$ cat config.mk
export PLATFORM = sky130hd
export DESIGN_NAME = ram_responder
export DESIGN_NICKNAME = d
export VERILOG_FILES = /design/src/rtl/ram_pkg.sv /design/src/rtl/component_down_counter.sv /design/src/rtl/ram_responder.sv
export SDC_FILE = /design/constraint.sdc
export NUM_CORES = 2
export LEC_CHECK = 0
export ABC_CLOCK_PERIOD_IN_PS = 4150
export CAP_MARGIN = 40
export CORE_ASPECT_RATIO = 1.2
export CORE_UTILIZATION = 32
export DETAILED_ROUTE_END_ITERATION = 7
export REMOVE_ABC_BUFFERS = 1
export SLEW_MARGIN = 30
export SYNTH_ARGS = -nofsm -noshare
export SYNTH_HDL_FRONTEND = slang
export SYNTH_SLANG_ARGS = --single-unit
$ cat constraint.sdc
create_clock -name clk -period 4.15 [get_ports clk]
set_clock_uncertainty 0.1 [all_clocks]
set_input_delay 0.415 -clock clk [delete_from_list [all_inputs] [get_ports clk]]
set_output_delay 0.415 -clock clk [all_outputs]
set_load 0.02 [all_outputs]
$ cat src/rtl/ram_pkg.sv
// Shared types and constants for the RAM responder slice.
package ram_pkg;

   // Request lifecycle: waiting for a request, counting latency, completion pulse
   typedef enum logic [1:0] {
      IDLE = 2'd0,
      WAIT = 2'd1,
      DONE = 2'd2
   } ram_state_t;

   localparam int unsigned RAM_LAT_MAX = 15;
   localparam int unsigned RAM_STAT_W  = 16;
   localparam int unsigned RAM_CNT_W   = 4;

endpackage

$ cat src/rtl/component_down_counter.sv
// Loadable down-counter with zero flag; used to time the memory access latency.
module component_down_counter #(
   parameter int unsigned W = 4
) (
   input  logic         i_clk,
   input  logic         i_rst,
   input  logic         i_load,
   input  logic         i_dec,
   input  logic [W-1:0] i_load_val,
   output logic         o_zero
);

   logic [W-1:0] r_count;
   logic         w_zero;

   assign w_zero = (r_count == '0);
   assign o_zero = w_zero;

   // Load has priority; decrement stops at zero
   always_ff @(posedge i_clk or posedge i_rst) begin
      if (i_rst) begin
         r_count <= '0;
      end else if (i_load) begin
         r_count <= i_load_val;
      end else if (i_dec && !w_zero) begin
         r_count <= r_count - 1'b1;
      end
   end

endmodule

$ cat src/rtl/ram_responder.sv
// Memory-side responder: single-word read/write with modelled latency and a
// one-cycle done pulse. Optional read/write statistics counters are enabled by
// defining RAM_RESPONDER_STATS_EN.
module ram_responder
   import ram_pkg::*;
#(
   parameter int unsigned WIDTH      = 8,
   parameter int unsigned ADDR_WIDTH = 8,
   parameter int unsigned LATENCY    = 4   // legal range 1..RAM_LAT_MAX
) (
   input  logic                  clk,
   input  logic                  rst,
   input  logic                  req,
   input  logic                  RAM_we,
   input  logic [ADDR_WIDTH-1:0] addr,
   input  logic [WIDTH-1:0]      data_in,
   output logic [WIDTH-1:0]      data_out,
   output logic                  done,
   output logic                  busy
`ifdef RAM_RESPONDER_STATS_EN
   ,
   output logic [RAM_STAT_W-1:0] rd_count,
   output logic [RAM_STAT_W-1:0] wr_count
`endif
);

   localparam int unsigned           DEPTH    = 2 ** ADDR_WIDTH;
   localparam logic [RAM_CNT_W-1:0] LAT_LOAD = RAM_CNT_W'(LATENCY - 1);

   ram_state_t r_state, w_state_next;

   logic                  r_we;
   logic [ADDR_WIDTH-1:0] r_addr;
   logic [WIDTH-1:0]      r_data;
   logic [WIDTH-1:0]      r_data_out;
   logic [WIDTH-1:0]      r_mem [DEPTH];

   logic w_accept;
   logic w_access;
   logic w_zero;

   // IDLE and DONE both accept a new request; WAIT ignores req
   assign w_accept = req && ((r_state == IDLE) || (r_state == DONE));
   assign w_access = (r_state == WAIT) && w_zero;

   assign done     = (r_state == DONE);
   assign busy     = (r_state == WAIT);
   assign data_out = r_data_out;

   component_down_counter #(
      .W (RAM_CNT_W)
   ) u_lat_cnt (
      .i_clk      (clk),
      .i_rst      (rst),
      .i_load     (w_accept),
      .i_dec      (r_state == WAIT),
      .i_load_val (LAT_LOAD),
      .o_zero     (w_zero)
   );

   // State register
   always_ff @(posedge clk or posedge rst) begin
      if (rst) begin
         r_state <= IDLE;
      end else begin
         r_state <= w_state_next;
      end
   end

   // Next-state logic
   always_comb begin
      w_state_next = r_state;
      unique case (r_state)
         IDLE:    if (req) w_state_next = WAIT;
         WAIT:    if (w_zero) w_state_next = DONE;
         DONE:    w_state_next = req ? WAIT : IDLE;
         default: w_state_next = IDLE;
      endcase
   end

   // Capture request fields on acceptance
   always_ff @(posedge clk or posedge rst) begin
      if (rst) begin
         r_we   <= 1'b0;
         r_addr <= '0;
         r_data <= '0;
      end else if (w_accept) begin
         r_we   <= RAM_we;
         r_addr <= addr;
         r_data <= data_in;
      end
   end

   // Memory array is deliberately unreset; reset leaves WAIT so a pending write is dropped
   always_ff @(posedge clk) begin
      if (w_access && r_we) begin
         r_mem[r_addr] <= r_data;
      end
   end

   // Read data register holds the last completed read
   always_ff @(posedge clk or posedge rst) begin
      if (rst) begin
         r_data_out <= '0;
      end else if (w_access && !r_we) begin
         r_data_out <= r_mem[r_addr];
      end
   end

`ifdef RAM_RESPONDER_STATS_EN
   logic [RAM_STAT_W-1:0] r_rd_count;
   logic [RAM_STAT_W-1:0] r_wr_count;

   assign rd_count = r_rd_count;
   assign wr_count = r_wr_count;

   // Saturating completion counters
   always_ff @(posedge clk or posedge rst) begin
      if (rst) begin
         r_rd_count <= '0;
         r_wr_count <= '0;
      end else if (w_access) begin
         if (!r_we && (r_rd_count != '1)) r_rd_count <= r_rd_count + 1'b1;
         if (r_we && (r_wr_count != '1))  r_wr_count <= r_wr_count + 1'b1;
      end
   end
`endif

endmodule
# Yosys cells after proc, flatten, opt, wreduce, memory -nomap -nowiden
# Memory sizes are Yosys's and may differ from the RTL's. A register that Yosys moved wholly into a read port is not among the register bits.
# Cells that the tools add are included.
# totals
ff_bits	23
ramBits	2048
inputBits	20
output_inout_bits	10
wordCells	31
n_memories	1
# memory_table
name	words	word_bits	rd	rd_clocked_by_memory_dff	write_ports	line	source
r_mem	256	8	1	1	1	ram_responder.sv:36	logic [WIDTH-1:0] r_mem [DEPTH];
# op_classes
add_sub_neg	1
eq_ne	4
n_mux	8
n_reduce_logical	12
# ops
cell	count
4-bit two-way mux	2
2-bit case mux with 3 select lines	1
1-bit logical AND	5
4-bit zero test	1
2-bit two-way mux	2
2-bit inequality test (second input constant)	2
4-bit by 1-bit subtractor with 4-bit output (second input constant)	1
1-bit two-way mux	3
2-bit by 1-bit == test with 1-bit output (second input constant)	1
2-bit == test (second input constant)	1
1-bit zero test	2
2-bit zero test	1
2-bit AND reduction	1
2-bit nonzero test	1
1-bit logical OR	1

# Longest topological paths before layout
# logic_depth
depth_word	5
mapped_depth	13
depth_no_buf	9

# Modules after synthesis
# A second synthesis with hierarchy kept.
# unflattened
hier_cells	3865
hier_area_um2	81079.0
# by_module_without_submodules
module	n_inst	cells_per_inst	area_per_inst_um2	seq_area_each_um2
ram_responder	1	3837	80817.5	62174.6
component_down_counter	1	28	261.5	100.1

# Least setup slack after synthesis
# Ideal clock, no wire load.
# synth_path
kind	reg2reg
from	register r_data[0]
to	memory r_mem[0][0] (data pin)
setup_ns	0.804
arrival_ns	3.183
required_time_ns	3.246
slack_ns	0.063
stages_incl_launch_ff	1
path_buffers	0
period_less_slack_ns	4.087
cell_sequence	dfrtp_1
# synth_lines
item	line	source
start, declared	ram_responder.sv:34	logic [WIDTH-1:0] r_data;
start signal, assigned	ram_responder.sv:90	r_data <= data_in;
end, declared	ram_responder.sv:36	
# No word-level cell before the write port.

==> results.tsv <==
metric	value	unit
status	finished clean	
vias in the first global route	42686	
mapped cell area	81000	um^2
Yosys warning count	0	
Worst Path Max Fanout	33	
placed wire-length estimate	148	mm
clk_lat worst skew	850	ps
worst setup path start	r_addr[3]	
Final #Nets	4481	
proportion of layout cells with a drive suffix above 1	27.7	%
die area	255000	um^2
IO Count	30	
Setup crit end	data_out[3]	
setup TNS	0	ps
Total Routing Usage GR	17.6	%
Worst R2R Start	r_addr[3]	
register area share after synthesis	76.9	%
number of synthesized flops with an enable pin	2048	
Fmax	273	MHz
Min-Delay Path Class	in2reg	
Synth cell types	68	
Final period util	88.4	%
ys async rst share	1.49	%
CTS Sinks	2079	
Final min period	3670	ps
Post-CTS Setup Inserts	0	
largest cells by area after synthesis	edfxtp_1 (76%), mux4_2 (13%), mux2i_1 (2.0%)	
Reg clk slew, reported paths	70	ps
Wirelength per Cell	28.5	um
Initial DRT Pass Iterations	5	
vias per cell	5.28	
Die W	461	um
CTS tree	built	
Worst R2R Path Depth	8	
max-capacitance violation count	0	
Final Hold Viols	0	
reg-to-reg endpoint	data_out[3]	
total number of vias	42110	
Hold Slack	103	ps
drc violations	0	
Initial Util	32.3	%
CTS H-tree depth	4	
Setup CP Type	reg2reg	
largest net degree at the start of global routing	115	
WP data arrival	4310	ps
pwr dens	673	nW/um^2
Yosys top cell area share	75.9	%
# port buffers	29	
Initial DRC Count	5145	
Worst setup SP type	flip-flop	
core area	251000	um^2
Synth Register Bits	2079	
Rows	201	
Synth area leader	edfxtp_1	
Setup violations, final	0	
Slew Viols, Final	0	
Worst VDD drop	0.549	mV
CTS resizes	0	
most frequent cells in the layout	edfxtp_1 (2,048), mux4_2 (465), buf_4 (458), nor2_1 (294), nand2_1 (226)	
Leak	30.1	nW
worst hold start	addr[0]	
global-route wire length before repair	322	mm
Mapped Cells	3944	
main flop type after synthesis	edfxtp_1	
R2R Setup Slk	480	ps
Clock Path Buffers	3	
CP required	4800	ps
grt total ovfl	0	
CP endpoint kind	flip-flop	
number of CTS-inserted buffers	198	
clock root cell	clkbuf_16	
Avg Cell Area, Syn	20.5	um^2
Final GP Congestion	0.864	
Tightest Pin Transition	903	ps
Die Ht	553	um
post-route ant nets	0	
drt total wl	227	mm
worst relative slew slack	39.8	%
Final Util	37.9	%
most common cell after layout, fill and taps aside	edfxtp_1	
initial antenna violation count	8	
RSZ-0062 raised after global routing	false	
area grow syn2layout	17.3	%
-- layout make-up --
cell class	count	area (um^2)
antenna	5	12.5
clock buffer	263	5320
clock inverter	99	857
fill	22641	156000
inverter	14	57.6
multi-input combinational	1614	17400
sequential	2079	62300
tap	3349	4190
timing repair buffer	552	4860
-- worst max-delay path, stage by stage, from the launching register on --
cell	delay [ps]
dfrtp_4	810
buf_12	290
buf_12	260
mux4_2	430
mux4_2	470
nand2_1	80
nand2_1	230
a221o_1	570
a32o_1	270
-- synthesized netlist by cell type (all sizes together), types with 3 or more instances --
master,instances
o2111ai,3
nor2b,22
nand4b,3
and3,16
a22oi,48
edfxtp,2048
o2bb2ai,3
nand2,226
o21ai,41
dfrtp,31
nand3,46
a32o,7
a22o,5
and2,4
nor4,7
mux2,8
nor2,295
o41ai,8
buf,162
o211ai,9
clkbuf,75
a21oi,22
nand2b,7
mux4,468
a32oi,20
a311oi,4
a311o,3
inv,14
nand4,19
o221ai,6
mux2i,158
nor3,12
or3,3
a31oi,17
nand4bb,3
a211oi,25
a2111oi,8
a221oi,7
o22ai,51
-- what timing repair did --
item | in CTS | in global routing
hold buffers | 12 | 0
endpoints found under the hold margin | 42 | 0
endpoints found under the setup margin | 0 | 0
-- stage by stage --
| stage | cell area [um^2] | power [mW] | worst slack, ps | cells |
|---|---|---|---|---|
| 2_1_floorplan | 79600 | 36.2 | -15240 | 3707 |
| 3_3_place_gp | 88400 | 46.6 | 144 | 7580 |
| 3_5_place_dp | 88600 | 46.9 | 484 | 7587 |
| 4_1_cts | 94900 | 64.2 | 485 | 7961 |
| 5_1_grt | 95000 | 65.7 | 298 | 7971 |
| 6_report | 95000 | 63.9 | 483 | 7975 |
-- report_power, final --
part | switching, mW | internal, mW | leakage (nW)
Combinational | 12.3 | 7.12 | 8.17
Clock | 7.77 | 9.65 | 3.03
Sequential | 1.08 | 26.0 | 18.9
Total | 21.1 | 42.8 | 30.1
-- kinds of logic (layout without fill, tap and decap cells) --
family	count (synthesis)	in the layout	synth area share (%)
and+or+nand+nor	675	675	3.57
DFF	2079	2079	76.9
buffers and inverters	251	928	1.74
xor gates and xnor gates	3	3	0.0324
muxes	634	634	15.1
other	0	5	0
adders and majority gates	2	2	0.0309
AOI/OAI and AO/OA	300	300	2.64
-- layer usage --
layer	share of wire, %	global-route usage, %	vias to the layer above
met5	0.026	0	-
met4	4.9	8.37	10
met3	7.2	3.19	437
met2	50	29.7	1900
met1	38	21.8	22437
li1	-	-	17326
-- worst min path at each step --
stage,endpoint,slack [ps],depth (start not counted)
final,r_addr[0],100,3
after global routing,r_addr[5],90,3
after CTS,r_addr[0],10,3
after detailed placement,u_lat_cnt.r_count[3],430,2
after global placement,u_lat_cnt.r_count[3],430,2
after floorplan,r_we,380,2
-- state kept, by name, summed over array words and instances, names as in the netlist --
signal / count
r_mem: 2048
data_out: 8
r_addr: 8
r_data: 8
u_lat_cnt.r_count: 4
r_state: 2
r_we: 1
No activity file was read; power rests on OpenSTA's default activity.
